<file path="config.mk">
export PLATFORM = sky130hd
export DESIGN_NAME = training_sample_feeder
export DESIGN_NICKNAME = d
export VERILOG_FILES = /design/src/rtl/training_sample_feeder.sv
export SDC_FILE = /design/constraint.sdc
export NUM_CORES = 1
export LEC_CHECK = 0
export BUFFER_PORTS_ARGS = -buffer_cell sky130_fd_sc_hd__buf_4
export CORE_UTILIZATION = 50
export DETAILED_ROUTE_END_ITERATION = 8
export HOLD_SLACK_MARGIN = 0.1
export PLACE_DENSITY_LB_ADDON = 0.05
export SYNTH_ARGS = -nofsm -noshare
export SYNTH_HDL_FRONTEND = slang
export SYNTH_SLANG_ARGS = --single-unit
</file>
<file path="constraint.sdc">
create_clock -name clk -period 4.7 [get_ports clk]
set_input_delay 0.47 -clock clk [delete_from_list [all_inputs] [get_ports clk]]
set_output_delay 0.47 -clock clk [all_outputs]
set_load 0.01 [all_outputs]
</file>
<file path="src/rtl/training_sample_feeder.sv">
// Dataset buffer and sequencer feeding (x1, x2, t) samples to the perceptron over a four-phase handshake.
// Optional epoch limit (DONE state, exhausted flag) is enabled by defining FEEDER_EPOCH_LIMIT_EN.
module training_sample_feeder #(
  parameter int DEPTH      = 64,
  parameter int AW         = 6,
  parameter int MAX_EPOCHS = 16
) (
  input  logic        clk,
  input  logic        rst,
  input  logic        clear,
  input  logic        wrEn,
  input  logic [6:0]  wrX1,
  input  logic [6:0]  wrX2,
  input  logic [1:0]  wrT,
  input  logic        loadDone,
  input  logic        requestFlag,
  output logic [31:0] nOutput,
  output logic [6:0]  x1Output,
  output logic [6:0]  x2Output,
  output logic [1:0]  tOutput,
  output logic        dataReady,
  output logic        full,
  output logic        empty,
  output logic        epochEnd,
  output logic [15:0] epochCount,
  output logic        exhausted
);

  typedef enum logic [2:0] {
    LOAD,
    SERVE,
    FETCH,
    READY
`ifdef FEEDER_EPOCH_LIMIT_EN
    , DONE
`endif
  } state_t;

  if ((1 << AW) < DEPTH || MAX_EPOCHS < 1) begin : g_bad_params
    $error("training_sample_feeder: AW too small for DEPTH or MAX_EPOCHS < 1");
  end

  state_t state, next_state;

  logic [15:0]   mem [DEPTH];
  logic [15:0]   ram_q;
  logic [AW-1:0] wr_ptr, rd_ptr;
  logic [AW:0]   count;
  logic [15:0]   epoch_next;
  logic          write_ok, load_go, read_go, release_go, last_sample;

  assign write_ok    = (state == LOAD) && wrEn && !full;
  // A write in the same cycle as loadDone counts toward the non-empty check.
  assign load_go     = (state == LOAD) && loadDone && ((count != '0) || write_ok);
  assign read_go     = (state == SERVE) && requestFlag;
  assign release_go  = (state == READY) && !requestFlag;
  assign last_sample = ({1'b0, rd_ptr} == (count - 1'b1));
  assign epoch_next  = (epochCount == 16'hFFFF) ? epochCount : epochCount + 16'd1;

  assign nOutput = 32'(count);
  assign full    = (count == (AW+1)'(DEPTH));
  assign empty   = (count == '0);

`ifdef FEEDER_EPOCH_LIMIT_EN
  logic limit_hit;
  assign limit_hit = release_go && last_sample && (32'(epoch_next) >= MAX_EPOCHS);
`else
  assign exhausted = 1'b0;
`endif

  always_ff @(posedge clk or negedge rst) begin
    if (!rst) state <= LOAD;
    else      state <= next_state;
  end

  always_comb begin
    next_state = state;
    if (clear) begin
      next_state = LOAD;
    end else begin
      case (state)
        LOAD:  if (load_go) next_state = SERVE;
        SERVE: if (requestFlag) next_state = FETCH;
        FETCH: next_state = READY;
        READY: begin
          if (!requestFlag) begin
`ifdef FEEDER_EPOCH_LIMIT_EN
            next_state = limit_hit ? DONE : SERVE;
`else
            next_state = SERVE;
`endif
          end
        end
`ifdef FEEDER_EPOCH_LIMIT_EN
        DONE:  next_state = DONE;
`endif
        default: next_state = LOAD;
      endcase
    end
  end

  // Sample RAM: never reset, contents survive clear.
  always_ff @(posedge clk) begin
    if (write_ok && !clear) mem[wr_ptr] <= {wrX1, wrX2, wrT};
    if (read_go && !clear)  ram_q <= mem[rd_ptr];
  end

  always_ff @(posedge clk or negedge rst) begin
    if (!rst) begin
      wr_ptr     <= '0;
      rd_ptr     <= '0;
      count      <= '0;
      x1Output   <= '0;
      x2Output   <= '0;
      tOutput    <= '0;
      dataReady  <= 1'b0;
      epochEnd   <= 1'b0;
      epochCount <= '0;
`ifdef FEEDER_EPOCH_LIMIT_EN
      exhausted  <= 1'b0;
`endif
    end else begin
      epochEnd <= 1'b0;
      if (clear) begin
        wr_ptr     <= '0;
        rd_ptr     <= '0;
        count      <= '0;
        dataReady  <= 1'b0;
        epochCount <= '0;
`ifdef FEEDER_EPOCH_LIMIT_EN
        exhausted  <= 1'b0;
`endif
      end else begin
        if (write_ok) begin
          wr_ptr <= wr_ptr + 1'b1;
          count  <= count + 1'b1;
        end
        if (load_go) rd_ptr <= '0;
        if (state == FETCH) begin
          x1Output  <= ram_q[15:9];
          x2Output  <= ram_q[8:2];
          tOutput   <= ram_q[1:0];
          dataReady <= 1'b1;
        end
        // Releasing the last sample of a pass wraps to sample 0 and closes the epoch.
        if (release_go) begin
          dataReady <= 1'b0;
          if (last_sample) begin
            rd_ptr     <= '0;
            epochEnd   <= 1'b1;
            epochCount <= epoch_next;
          end else begin
            rd_ptr <= rd_ptr + 1'b1;
          end
        end
`ifdef FEEDER_EPOCH_LIMIT_EN
        if (limit_hit) exhausted <= 1'b1;
`endif
      end
    end
  end

endmodule

</file>
# Word level (Yosys, flattened, before mapping)
# Memories as Yosys holds them, arrays and structs flattened. A register that Yosys moved wholly into a read port is not among the register bits.
# Cells that the tools add are included.
# word_totals
regBits,56
ram_bits,1024
out_inout_bits,69
memories,1
# memory_table
memory,depth,width,read_ports,rd_clocked_by_memory_dff,wr,line_no,source
mem,64,16,1,1,1,45,logic [15:0] mem [DEPTH];
# classes
bitwise,1
eq_ne,10
n_reduce_logical,23
n_addsub,5
muxes,25
# op_table
cell,n
16-bit two-way mux,4
6-bit two-way mux,6
"16-bit by 1-bit adder with 16-bit output, second input constant",1
"16-bit equality test, second input constant",1
7-bit two-way mux,2
"6-bit by 1-bit adder with 6-bit output, second input constant",2
3-bit two-way mux,4
3-bit case mux with 4 select lines,1
"3-bit != test, second input constant",3
1-bit logical AND,8
1-bit two-way mux,8
"7-bit by 1-bit adder with 7-bit output, second input constant",1
6-bit by 7-bit equality test with 1-bit output,1
"7-bit equality test, second input constant",1
7-bit zero test,1
7-bit nonzero test,1
"7-bit by 1-bit subtractor with 7-bit output, second input constant",1
"3-bit by 2-bit equality test with 1-bit output, second input constant",2
3-bit AND reduction,2
2-bit nonzero test,3
3-bit nonzero test,2
"3-bit by 1-bit equality test with 1-bit output, second input constant",1
1-bit zero test,3
3-bit zero test,1
4 further kinds,4

# Depth between registers and ports, before layout
# logic_depth
ltp_word,8
mapped_depth,11
mapped_depth_nobuf,8

# Worst setup path before layout
# OpenSTA, ideal clock, no wires.
# synth_timing
path_kind,register -> register
from,reg count[0]
to,mem mem[59][0] (enable)
path_stages_with_launch,8
required_time_ns,4.311
arrival_ns,2.710
slack_ns,1.601
setup_time_ns,0.389
cell_sequence,dfrtp_1 > clkbuf_1 > inv_1 > ha_1 > a31oi_1 > clkbuf_1 > nand4_1 > nor2_1
# synth_via
elab_chain_len,6
# synth_lines
element,line_no,source
from (decl),48,logic [AW:0] count;
from (signal assigned),136,count <= count + 1'b1;
7-bit equality test,61,assign full = (count == (AW+1)'(DEPTH));
1-bit zero test,52,assign write_ok = (state == LOAD) && wrEn && !full;
1-bit logical AND,52,
1-bit logical AND,104,"if (write_ok && !clear) mem[wr_ptr] <= {wrX1, wrX2, wrT};"
1-bit two-way mux,104,
1-bit two-way mux (not written as such),104,
to (decl),45,
# No other way between the ends.

# Worst setup path in the final report
# layout_timing
from,reg rd_ptr[0]
to,reg rd_ptr[0]
# layout_via
elab_chain_len,4
elab_cells_between_ends,5
cone_classes,1 x add/sub; 1 x eq/ne; 3 x mux
# layout_lines
element,line_no,source
from (decl),47,"logic [AW-1:0] wr_ptr, rd_ptr;"
from (signal assigned),153,rd_ptr <= rd_ptr + 1'b1;
6-bit by 1-bit adder with 6-bit output / 6-bit by 7-bit equality test with 1-bit output (equally long branches),"153, 57",
6-bit two-way mux *,148,if (last_sample) begin
6-bit two-way mux *,146,if (release_go) begin
6-bit two-way mux *,124,if (clear) begin
# Mark *: on every way between the ends. The rest lies on a longest branch, timed or not.
# A chain may end at the register's enable or synchronous reset.

==> impl_metrics.tcl <==
set metrics [dict create \
    synth.most_common_cell "edfxtp_1" \
    cts_resized 0 \
    fp-row-count 106 \
    synth_area_um2 42600 \
    dp.cells 3235 \
    finalSetupViolCount 0 \
    powerDensity_nw_per_um2 427 \
    met3_usage_pct 3.01 \
    wl_per_cell_um 29.9 \
    synthArstFlopShare_pct 5.02 \
    reg2reg_depth 6 \
    worst_path_most_repeated_cell "buf_12" \
    hold_class "input pin to register" \
    maxSlewViolCount 0 \
    cp-endpoint "rd_ptr[0]" \
    synth_edf_count 1040 \
    worst_pin_slew_ps 1250 \
    start_kind "register" \
    critical_path_required_ps 5110 \
    area_delta_synth_final_pct 13.5 \
    yosysWarningCount 0 \
    crit_type "register to register" \
    syn-instance-count 2042 \
    cts_buffers 110 \
    crit_slowest_cell "o311ai_1" \
    p_leak_nw 15.0 \
    placed_area_um2 44900 \
    synth_xor_area_share_pct 0.390 \
    clock-sinks 1095 \
    die_x_um 294 \
    grt_pass1_wl_um 149000 \
    seq_area_um2 32600 \
    finalCriticalPeriod_ps 3340 \
    cp_max_fo 50 \
    core_area_um2 84100 \
    finalClockSkew_ps 15.7 \
    initial_core_util_pct 50.7 \
    stdcell_count 3430 \
    finalWeightedCongestion 0.818 \
    r2r_end "rd_ptr[0]" \
    yosysTopAreaCell "edfxtp_1" \
    grt-ovfl-total 0 \
    grt_pass1_vias 20900 \
    netlist.area_leader.share_pct 73.2 \
    drtIter0Drc 1863 \
    hold_violations 0 \
    status "finished clean" \
    slowest_delay_ps 880 \
    slew_headroom_pct 16.4 \
    place_hpwl_um 60200 \
    busiest_layer "met2" \
    vias_per_cell 6.03 \
    synthMuxAreaShare_pct 15.6 \
    post-route-worst-setup-slack_ps 1360 \
    use_met1_pct 35.2 \
    cts_root_buf "clkbuf_16" \
    synthAdderAreaFrac_pct 0.293 \
    grt_usage_pct 24.4 \
    finalSetupTns_ps 0 \
    cap_violations 0 \
    nets 2246 \
    vias 20700 \
    drc 0 \
    drt-total-wl_um 103000 \
    die_h_um 294 \
    pin_count 91 \
    syn_area_per_cell_um2 20.9 \
    place_ws_ps 1360 \
    firstDrtPassIters 5 \
    endpoint_kind "register" \
    detail-route-antenna-nets 0 \
    cts_tree "yes" \
    period_share_pct 71.0 \
    reg2reg_from "rd_ptr[0]" \
    ys.flop_type "edfxtp_1" \
    synth_top_family_by_area "multiplexers" \
    die_area_um2 86500 \
    synth_seq_cells 1095 \
    ir_worst_vdd_v 0.000420 \
    synth-simple-area-share_pct 2.91 \
    drive_gt1_share_pct 27.8 \
    diodes 0 \
    rsz0062_at_grt "no" \
    htree_levels 3 \
    path_clk_slew_ps 70 \
    fillers 6227 \
    holdPathStages 2 \
    reg2reg_setup_slack_ps 1360 \
    synth-compound-area-share_pct 2.59 \
    clk_path_buf_depth 3 \
    yosysSeqAreaShare_pct 76.5 \
    synth_area_leaders "edfxtp_1 73%, mux4_2 14%, dfrtp_1 3.2%" \
    arrival_ps 3750 \
    synth_cell_types 52 \
    grt_use_met2_pct 39.2 \
    numPortBuffers 64 \
    grt_max_degree 65 \
    crit_start "rd_ptr[0]" \
    min_from "clear" \
    worstSkewPairLatency_ps 660 \
    crit_chain "buf_12 -> buf_12 -> xor2_1 -> o2111ai_1 -> o311ai_1 -> o21ai_0" \
    power.total_mw 20.7 \
    multi_input_area_um2 9410 \
    antenna_found_initial 8 \
    fin_area_um2 48400 \
    fmax_mhz 300 \
    synthTopCellsByCount "1040 x edfxtp_1, 272 x mux4_2, 144 x nor2_1" \
]
-- worst min-delay path by stage --
| stage | to | slack, ps |
|---|---|---|
| after CTS | epochCount[1] | 210 |
| after global placement | x2Output[3] | 460 |
| final | count[6] | 240 |
| after detailed placement | x2Output[3] | 470 |
| after floorplan | count[0] | 170 |
| after global routing | count[4] | 250 |
-- placed cells by master (no fill, tap or decap), types with 3 or more instances in the layout --
cell / n
a21oi_1: 32
nand3_1: 15
nand3b_1: 4
clkbuf_16: 113
mux2_2: 18
and3_1: 6
o31ai_1: 8
o21ai_0: 61
buf_12: 9
clkbuf_1: 15
inv_1: 10
conb_1: 26
nand2b_1: 5
or3_1: 12
clkinv_2: 27
dfrtp_1: 50
xor2_1: 14
nor2_1: 142
nand2_1: 23
bufinv_16: 10
nand4_1: 9
xnor2_1: 5
ha_1: 10
clkinvlp_4: 6
o22ai_1: 18
mux4_2: 272
mux2i_1: 34
nor3_1: 8
a211oi_1: 30
dfrtp_4: 3
nor2b_1: 22
buf_4: 166
o221ai_1: 15
edfxtp_1: 1040
or4_1: 5
clkinv_1: 18
-- cells by family after synthesis --
| kind of cell | after synthesis |
|---|---|
| flip-flops | 1095 |
| XOR/XNOR | 19 |
| other | 1 |
| buffers and inverters | 151 |
| multiplexers | 324 |
| AND/OR/NAND/NOR | 264 |
| adder cells (fa/ha/maj) | 10 |
| AO/OA/AOI/OAI | 178 |
-- where the power goes --
part	internal (mW)	leakage [nW]	switching (mW)
registers	10.8	10.1	0.108
clock network	4.91	1.71	3.57
logic	0.524	3.26	0.695
-- sequential cells by signal, summed over array words and instances (netlist names) --
| register | flops |
|---|---|
| count | 7 |
| dataReady | 1 |
| epochCount | 16 |
| epochEnd | 1 |
| mem | 1024 |
| ram_q | 16 |
| rd_ptr | 6 |
| state | 2 |
| tOutput | 2 |
| wr_ptr | 6 |
| x1Output | 7 |
| x2Output | 7 |
-- metrics by stage --
step,util (%),hold WS (ps)
6_report,57.6,238
5_1_grt,57.6,248
4_1_cts,57.6,210
3_5_place_dp,53.4,467
3_3_place_gp,53.4,461
2_1_floorplan,-,174
-- layer usage --
metal	vias up	part of all wire, %
li1	8729	-
met1	11100	42
met2	725	49
met3	136	6.4
met4	0	2.5
met5	-	0
-- critical path, delay by kind of cell, from the launching register on --
kind                      cells  cell delay [ps]
AOI/OAI and AO/OA             3             1530
DFF                           1              630
xor gates and xnor gates      1              200
buffers and inverters         2              660
-- area by class of cell --
class / count / share of cell area, %
tap: 1134 / 2.93
multi-input combinational: 821 / 19.4
clock inverter: 66 / 1.25
timing repair buffer: 176 / 2.97
sequential: 1095 / 67.4
clock buffer: 128 / 5.96
inverter: 10 / 0.0775
-- repair_timing --
| action | 4_1_cts | 5_1_grt |
|---|---|---|
| hold buffers | 1 | 0 |
| setup buffers | 0 | 0 |
| setup endpoints to repair | 0 | 0 |
| hold endpoints to repair | 55 | 0 |
Power figures use the tool's default switching activity.
